[src/rtl/serial_pkg.sv]
// Shared definitions for the bit-serial two's-complement path
// (word transmitter on one side, serial complementer on the other).
package serial_pkg;

  typedef enum logic [1:0] {
    ST_IDLE  = 2'd0,
    ST_SHIFT = 2'd1,
    ST_GAP   = 2'd2
  } tx_state_e;

  localparam int unsigned DEFAULT_W = 8;

  // Both ends of the serial link agree on bit 0 travelling first.
  localparam bit LSB_FIRST = 1'b1;

  // Counter width for a 0..n-1 count, never narrower than one bit.
  function automatic int unsigned cnt_width(input int unsigned n);
    return (n <= 2) ? 1 : $clog2(n);
  endfunction

endpackage

[src/rtl/bit_counter.sv]
// Up-counter over 0..N-1 with synchronous clear; holds at N-1 rather than wrapping.
module bit_counter
  import serial_pkg::*;
#(
  parameter int unsigned N  = 8,
  parameter int unsigned CW = cnt_width(N)
) (
  input  logic          clk,
  input  logic          rst,
  input  logic          clear,
  input  logic          enable,
  output logic [CW-1:0] cnt,
  output logic          terminal
);

  localparam logic [CW-1:0] LAST = CW'(N - 1);

  logic [CW-1:0] cnt_q;
  logic [CW-1:0] cnt_d;

  always_comb begin
    cnt_d = cnt_q;
    if (clear) begin
      cnt_d = '0;
    end else if (enable && (cnt_q != LAST)) begin
      cnt_d = cnt_q + 1'b1;
    end
  end

  always_ff @(posedge clk) begin
    if (rst) begin
      cnt_q <= '0;
    end else begin
      cnt_q <= cnt_d;
    end
  end

  assign cnt      = cnt_q;
  assign terminal = (cnt_q == LAST);

endmodule

[src/rtl/serial_word_tx.sv]
// Bit-serial word transmitter: valid/ready word in, LSB-first bit stream out
// with per-word start/last strobes and an optional idle gap between words.
module serial_word_tx
  import serial_pkg::*;
#(
  parameter int unsigned W   = DEFAULT_W,
  parameter int unsigned GAP = 0
) (
  input  logic         t_clk,
  input  logic         r,
  input  logic [W-1:0] din,
  input  logic         din_valid,
  output logic         din_ready,
  output logic         so,
  output logic         so_start,
  output logic         so_valid,
  output logic         so_last
);

  localparam int unsigned CW  = cnt_width(W);
  localparam int unsigned GN  = (GAP == 0) ? 1 : GAP;
  localparam int unsigned GCW = cnt_width(GN);
  localparam logic [CW-1:0] CNT_PENULT = CW'(W - 2);

  tx_state_e state_q, state_d;

  logic [W-1:0]   shreg_q, shreg_d;
  logic [W-1:0]   load_word;
  logic           so_q, so_d;
  logic           so_start_q, so_start_d;
  logic           so_valid_q, so_valid_d;
  logic           so_last_q, so_last_d;

  logic [CW-1:0]  cnt;
  logic           cnt_term;
  logic [GCW-1:0] gap_cnt_unused;
  logic           gap_term;
  logic           accept;
  logic           load;

  bit_counter #(.N(W)) u_bit_cnt (
    .clk      (t_clk),
    .rst      (r),
    .clear    (load || (state_q != ST_SHIFT)),
    .enable   (state_q == ST_SHIFT),
    .cnt      (cnt),
    .terminal (cnt_term)
  );

  bit_counter #(.N(GN)) u_gap_cnt (
    .clk      (t_clk),
    .rst      (r),
    .clear    (state_q != ST_GAP),
    .enable   (state_q == ST_GAP),
    .cnt      (gap_cnt_unused),
    .terminal (gap_term)
  );

  always_comb begin
    if (LSB_FIRST) begin
      load_word = din;
    end else begin
      load_word = {<<{din}};
    end
  end

  always_comb begin
    din_ready = 1'b0;
    if (!r) begin
      case (state_q)
        ST_IDLE:  din_ready = 1'b1;
        ST_SHIFT: din_ready = (GAP == 0) && cnt_term;
        default:  din_ready = 1'b0;
      endcase
    end
  end

  assign accept = din_valid && din_ready;

  always_comb begin
    state_d = state_q;
    load    = 1'b0;
    case (state_q)
      ST_IDLE: begin
        if (accept) begin
          state_d = ST_SHIFT;
          load    = 1'b1;
        end
      end
      ST_SHIFT: begin
        if (cnt_term) begin
          if (GAP != 0) begin
            state_d = ST_GAP;
          end else if (accept) begin
            load = 1'b1;
          end else begin
            state_d = ST_IDLE;
          end
        end
      end
      ST_GAP: begin
        if (gap_term) begin
          state_d = ST_IDLE;
        end
      end
      default: state_d = ST_IDLE;
    endcase
  end

  // Outputs are registered from next-cycle values so each strobe lines up
  // with the bit the shift register presents in that same cycle.
  always_comb begin
    shreg_d = shreg_q;
    if (load) begin
      shreg_d = load_word;
    end else if (state_q == ST_SHIFT) begin
      shreg_d = shreg_q >> 1;
    end
    so_valid_d = (state_d == ST_SHIFT);
    so_d       = so_valid_d && shreg_d[0];
    so_start_d = load;
    so_last_d  = (state_q == ST_SHIFT) && (cnt == CNT_PENULT);
  end

  always_ff @(posedge t_clk) begin
    if (r) begin
      state_q    <= ST_IDLE;
      shreg_q    <= '0;
      so_q       <= 1'b0;
      so_start_q <= 1'b0;
      so_valid_q <= 1'b0;
      so_last_q  <= 1'b0;
    end else begin
      state_q    <= state_d;
      shreg_q    <= shreg_d;
      so_q       <= so_d;
      so_start_q <= so_start_d;
      so_valid_q <= so_valid_d;
      so_last_q  <= so_last_d;
    end
  end

  assign so       = so_q;
  assign so_start = so_start_q;
  assign so_valid = so_valid_q;
  assign so_last  = so_last_q;

endmodule

[config.mk]
export PLATFORM = sky130hd
export DESIGN_NAME = serial_word_tx
export DESIGN_NICKNAME = d
export VERILOG_FILES = /design/src/rtl/serial_pkg.sv /design/src/rtl/bit_counter.sv /design/src/rtl/serial_word_tx.sv
export SDC_FILE = /design/constraint.sdc
export NUM_CORES = 1
export LEC_CHECK = 0
export BUFFER_PORTS_ARGS = -buffer_cell sky130_fd_sc_hd__buf_2
export CAP_MARGIN = 40
export CORE_MARGIN = 2
export CORE_UTILIZATION = 49
export CTS_BUF_LIST = sky130_fd_sc_hd__clkbuf_8
export CTS_CLUSTER_DIAMETER = 100
export DETAILED_ROUTE_END_ITERATION = 10
export GPL_ROUTABILITY_DRIVEN = 0
export PLACE_DENSITY = 0.75
export SETUP_SLACK_MARGIN = 0.05
export SYNTH_ARGS = -nofsm -noshare
export SYNTH_HDL_FRONTEND = slang
export SYNTH_SLANG_ARGS = --single-unit
[constraint.sdc]
create_clock -name t_clk -period 1.65 [get_ports t_clk]
set_clock_uncertainty 0.1 [all_clocks]
set_input_delay 0.33 -clock t_clk [delete_from_list [all_inputs] [get_ports t_clk]]
set_output_delay 0.33 -clock t_clk [all_outputs]
set_load 0.005 [all_outputs]
==> results.md <==
- Status: complete, but fails checks
- Failing checks: negative setup slack
- Drt first-iter violations: 1
- Synth top cells by count: dfxtp_1 (18), inv_1 (7), mux2i_1 (7), a21oi_1 (6), o41ai_1 (6)
- I/O pin count: 16
- Hold WS: 0.205 ns
- Post-synth EDFFs: 0
- Setup ws final: -0.00252 ns
- Hold Crit Class: in -> reg
- CTS Buf Count: 3
- Antenna violations before repair: 0
- Pre-antenna DRT Iters: 4
- # clock sinks: 18
- Nets: 114
- Asr flop ratio synth: 0%
- Max-capacitance violation count: 0
- Count leader, synth: dfxtp_1
- FP Rows: 14
- Antenna cells: 0
- Fill cell count: 117
- CP peak stage delay: 0.35 ns
- Worst r2r src: u_bit_cnt.cnt[0]
- Peak VDD IR: 0.633 mV
- Worst setup startpoint: u_bit_cnt.cnt[0]
- Minimum clock period: 1.65 ns
- Cells along the critical path: ha_4, ha_4, nor2b_4, nor3_2, buf_2
- Critical path class: reg -> out
- Post-synth top flop: dfxtp_1
- Final hold violation count: 0
- Initial Util: 52.0%
- # DRC: 0
- Skew-Pair Late Insertion Delay: 0.25 ns
- Fin. max-slew vios: 0
- Die outline height: 44.0 um
- Synthesis Warnings: 0
- RSZ-0062 raised after global routing: true
- Clock Tree Buf Depth: 2
- Final wirelength: 1.59 mm
- Vias/cell: 5.59
- Total power: 0.883 mW
- WP data arrival: 1.22 ns
- Die W: 44.0 um
- Slowest CP cell: dfxtp_4
- Period utilisation layout: 100%
- Post-Place Cells: 107
- Routed WL per cell: 14.0 um
- Register Area: 365 um^2
- Netlist cell types: 25
- Crit-path most repeated cell: ha_4
- Vias: 637
- Cell Area, Synth: 783 um^2
- Gr usage total: 18.2%
- Die area: 0.00193 mm^2
- CTS tree: built
- Crit end category: output pin
- CTS H-tree depth: 1
- Vias in the first global route: 570
- CP Capture Point: din_ready
- CP Max Fanout: 2
- P per Cell Area: 875 mW/mm^2
- Synth top area share: 46.0%
- Pin count of the biggest net entering global routing: 11
- Cells after Synth: 75
- Area post-placement: 893 um^2
- Worst R2R Setup Slack: 0.10 ns
- Average size of a mapped cell: 10.4 um^2
- Area of the multi-input gates: 422 um^2
- Worst r2r dst: shreg_q[7]
- Share of layout cells above drive strength 1: 39.8%
- LEAKAGE: 0.463 nW
- Cell Count, Final, Fillers Out: 114
- Antenna-violating nets left: 0
- Total gr overflow: 0
- Clock-pin transition on the worst setup and hold timing paths: 0.06 ns
- Worst r2r path cells: 6
- Crit path launch type: flip-flop
- Port Buffer Count: 15
- Root Driver: clkbuf_8
- First-pass GRT wire length: 2.49 mm
- Syn Nets: 89
- Yosys reg bits: 18
- Critical path depth: 5
- Buf/Inv on CP: 1
- Maximum clock frequency: 0.605 GHz
- Final instance area: 0.00101 mm^2
- Area leader, netlist: dfxtp_1
- Register area share after synthesis: 46.0%
- Top delay family on crit path: flip-flops
- Area Growth Syn to Fin: 28.9%
- Final HPWL DP: 1.10 mm
- Final setup viols: 1
- CP required: 1.22 ns
- Dominant cells by area after synthesis: dfxtp_1 (46%), mux2i_1 (8.9%), o41ai_1 (6.7%)
- Core Region: 0.00151 mm^2
final cells by class:
| cell class | instances | area share [%] |
|---|---|---|
| clock buffers | 3 | 4.09 |
| flip-flops and latches | 18 | 36.2 |
| multi-input cells | 47 | 41.8 |
| well taps | 16 | 1.98 |
| repair buffers | 23 | 13.4 |
| inverters | 7 | 2.60 |
report_power, final:
group | total, mW | internal [mW] | leakage, nW | switching (mW)
sequential | 0.467 | 0.457 | 0.149 | 0.0107
clock | 0.300 | 0.162 | 0.0216 | 0.137
combinational | 0.116 | 0.0599 | 0.293 | 0.0565
total | 0.883 | 0.679 | 0.463 | 0.205
worst register-to-register path: cells and delay by family (launching register included):
family	cells	cell delay (ns)
flip-flops	1	0.35
multiplexers	1	0.29
adder cells (fa/ha/maj)	2	0.32
buffers and inverters	1	0.13
AND/OR/NAND/NOR	2	0.25
through the flow:
stage	setup TNS [ns]	utilization, %	worst slack [ns]
2_1_floorplan	0	-	0.0566
3_3_place_gp	0	59.3	0.102
3_5_place_dp	0	59.3	0.0431
4_1_cts	0	65.0	0.00426
5_1_grt	-0.0350	67.0	-0.0350
6_report	-0.00252	67.0	-0.00252
layout by cell type (no fill, tap or decap), drive strengths merged:
master and n:
o41ai 6, nand2 3, and3 2, mux2 1, ha 3, nor2b 2
and2 3, inv 7, nor3 2, conb 1, nor2 2, o22ai 2
clkbuf 3, dfxtp 18, nor4b 1, a211oi 2, mux2i 7, nand3b 1
nor3b 1, o21a 1, a21oi 6, buf 23, o21ai 1
state kept, by name, indices dropped and copies added, names as in the netlist:
| signal | count |
|---|---|
| shreg_q | 8 |
| so | 1 |
| so_last | 1 |
| so_start | 1 |
| so_valid | 1 |
| state_q | 2 |
| u_bit_cnt.cnt | 3 |
| u_gap_cnt.cnt | 1 |
kinds of logic (layout without fill, tap and decap cells):
kind of cell    Yosys count  after routing  share of synthesized area (%)
compound gates           18             18                           15.7
simple gates             17             17                           15.0
fa+ha+maj                 3              3                           4.79
buf+inv                  10             33                           7.19
other cells               1              1                          0.479
flops                    18             18                           46.0
mux                       8              8                           10.9
layer usage:
layer / routed length [um] / track usage [%]
met1: 716 / 22.3
met5: 0 / 0
met4: 31 / 10.9
met2: 762 / 28.8
met3: 83 / 4.17
how the worst min path moves through the flow:
| stage | start | to | slack, ns | cells after the start |
|---|---|---|---|---|
| 2_1_floorplan | u_gap_cnt.cnt | state_q[1] | 0.30 | 2 |
| 6_report | din[7] | shreg_q[7] | 0.20 | 2 |
| 5_1_grt | din[7] | shreg_q[7] | 0.20 | 2 |
| 4_1_cts | din[7] | shreg_q[7] | 0.21 | 2 |
| 3_3_place_gp | u_gap_cnt.cnt | state_q[1] | 0.31 | 2 |
| 3_5_place_dp | u_gap_cnt.cnt | state_q[1] | 0.31 | 2 |
repair_timing:
action	in CTS	in global routing
gates cloned	0	0
hold buffers	0	0
endpoints found under the hold margin	0	0
resized for setup	6	3
setup endpoints to repair	3	6
pin swaps	0	1
buffers inserted	2	2
Note: power is estimated with default switching activity, not from simulation.
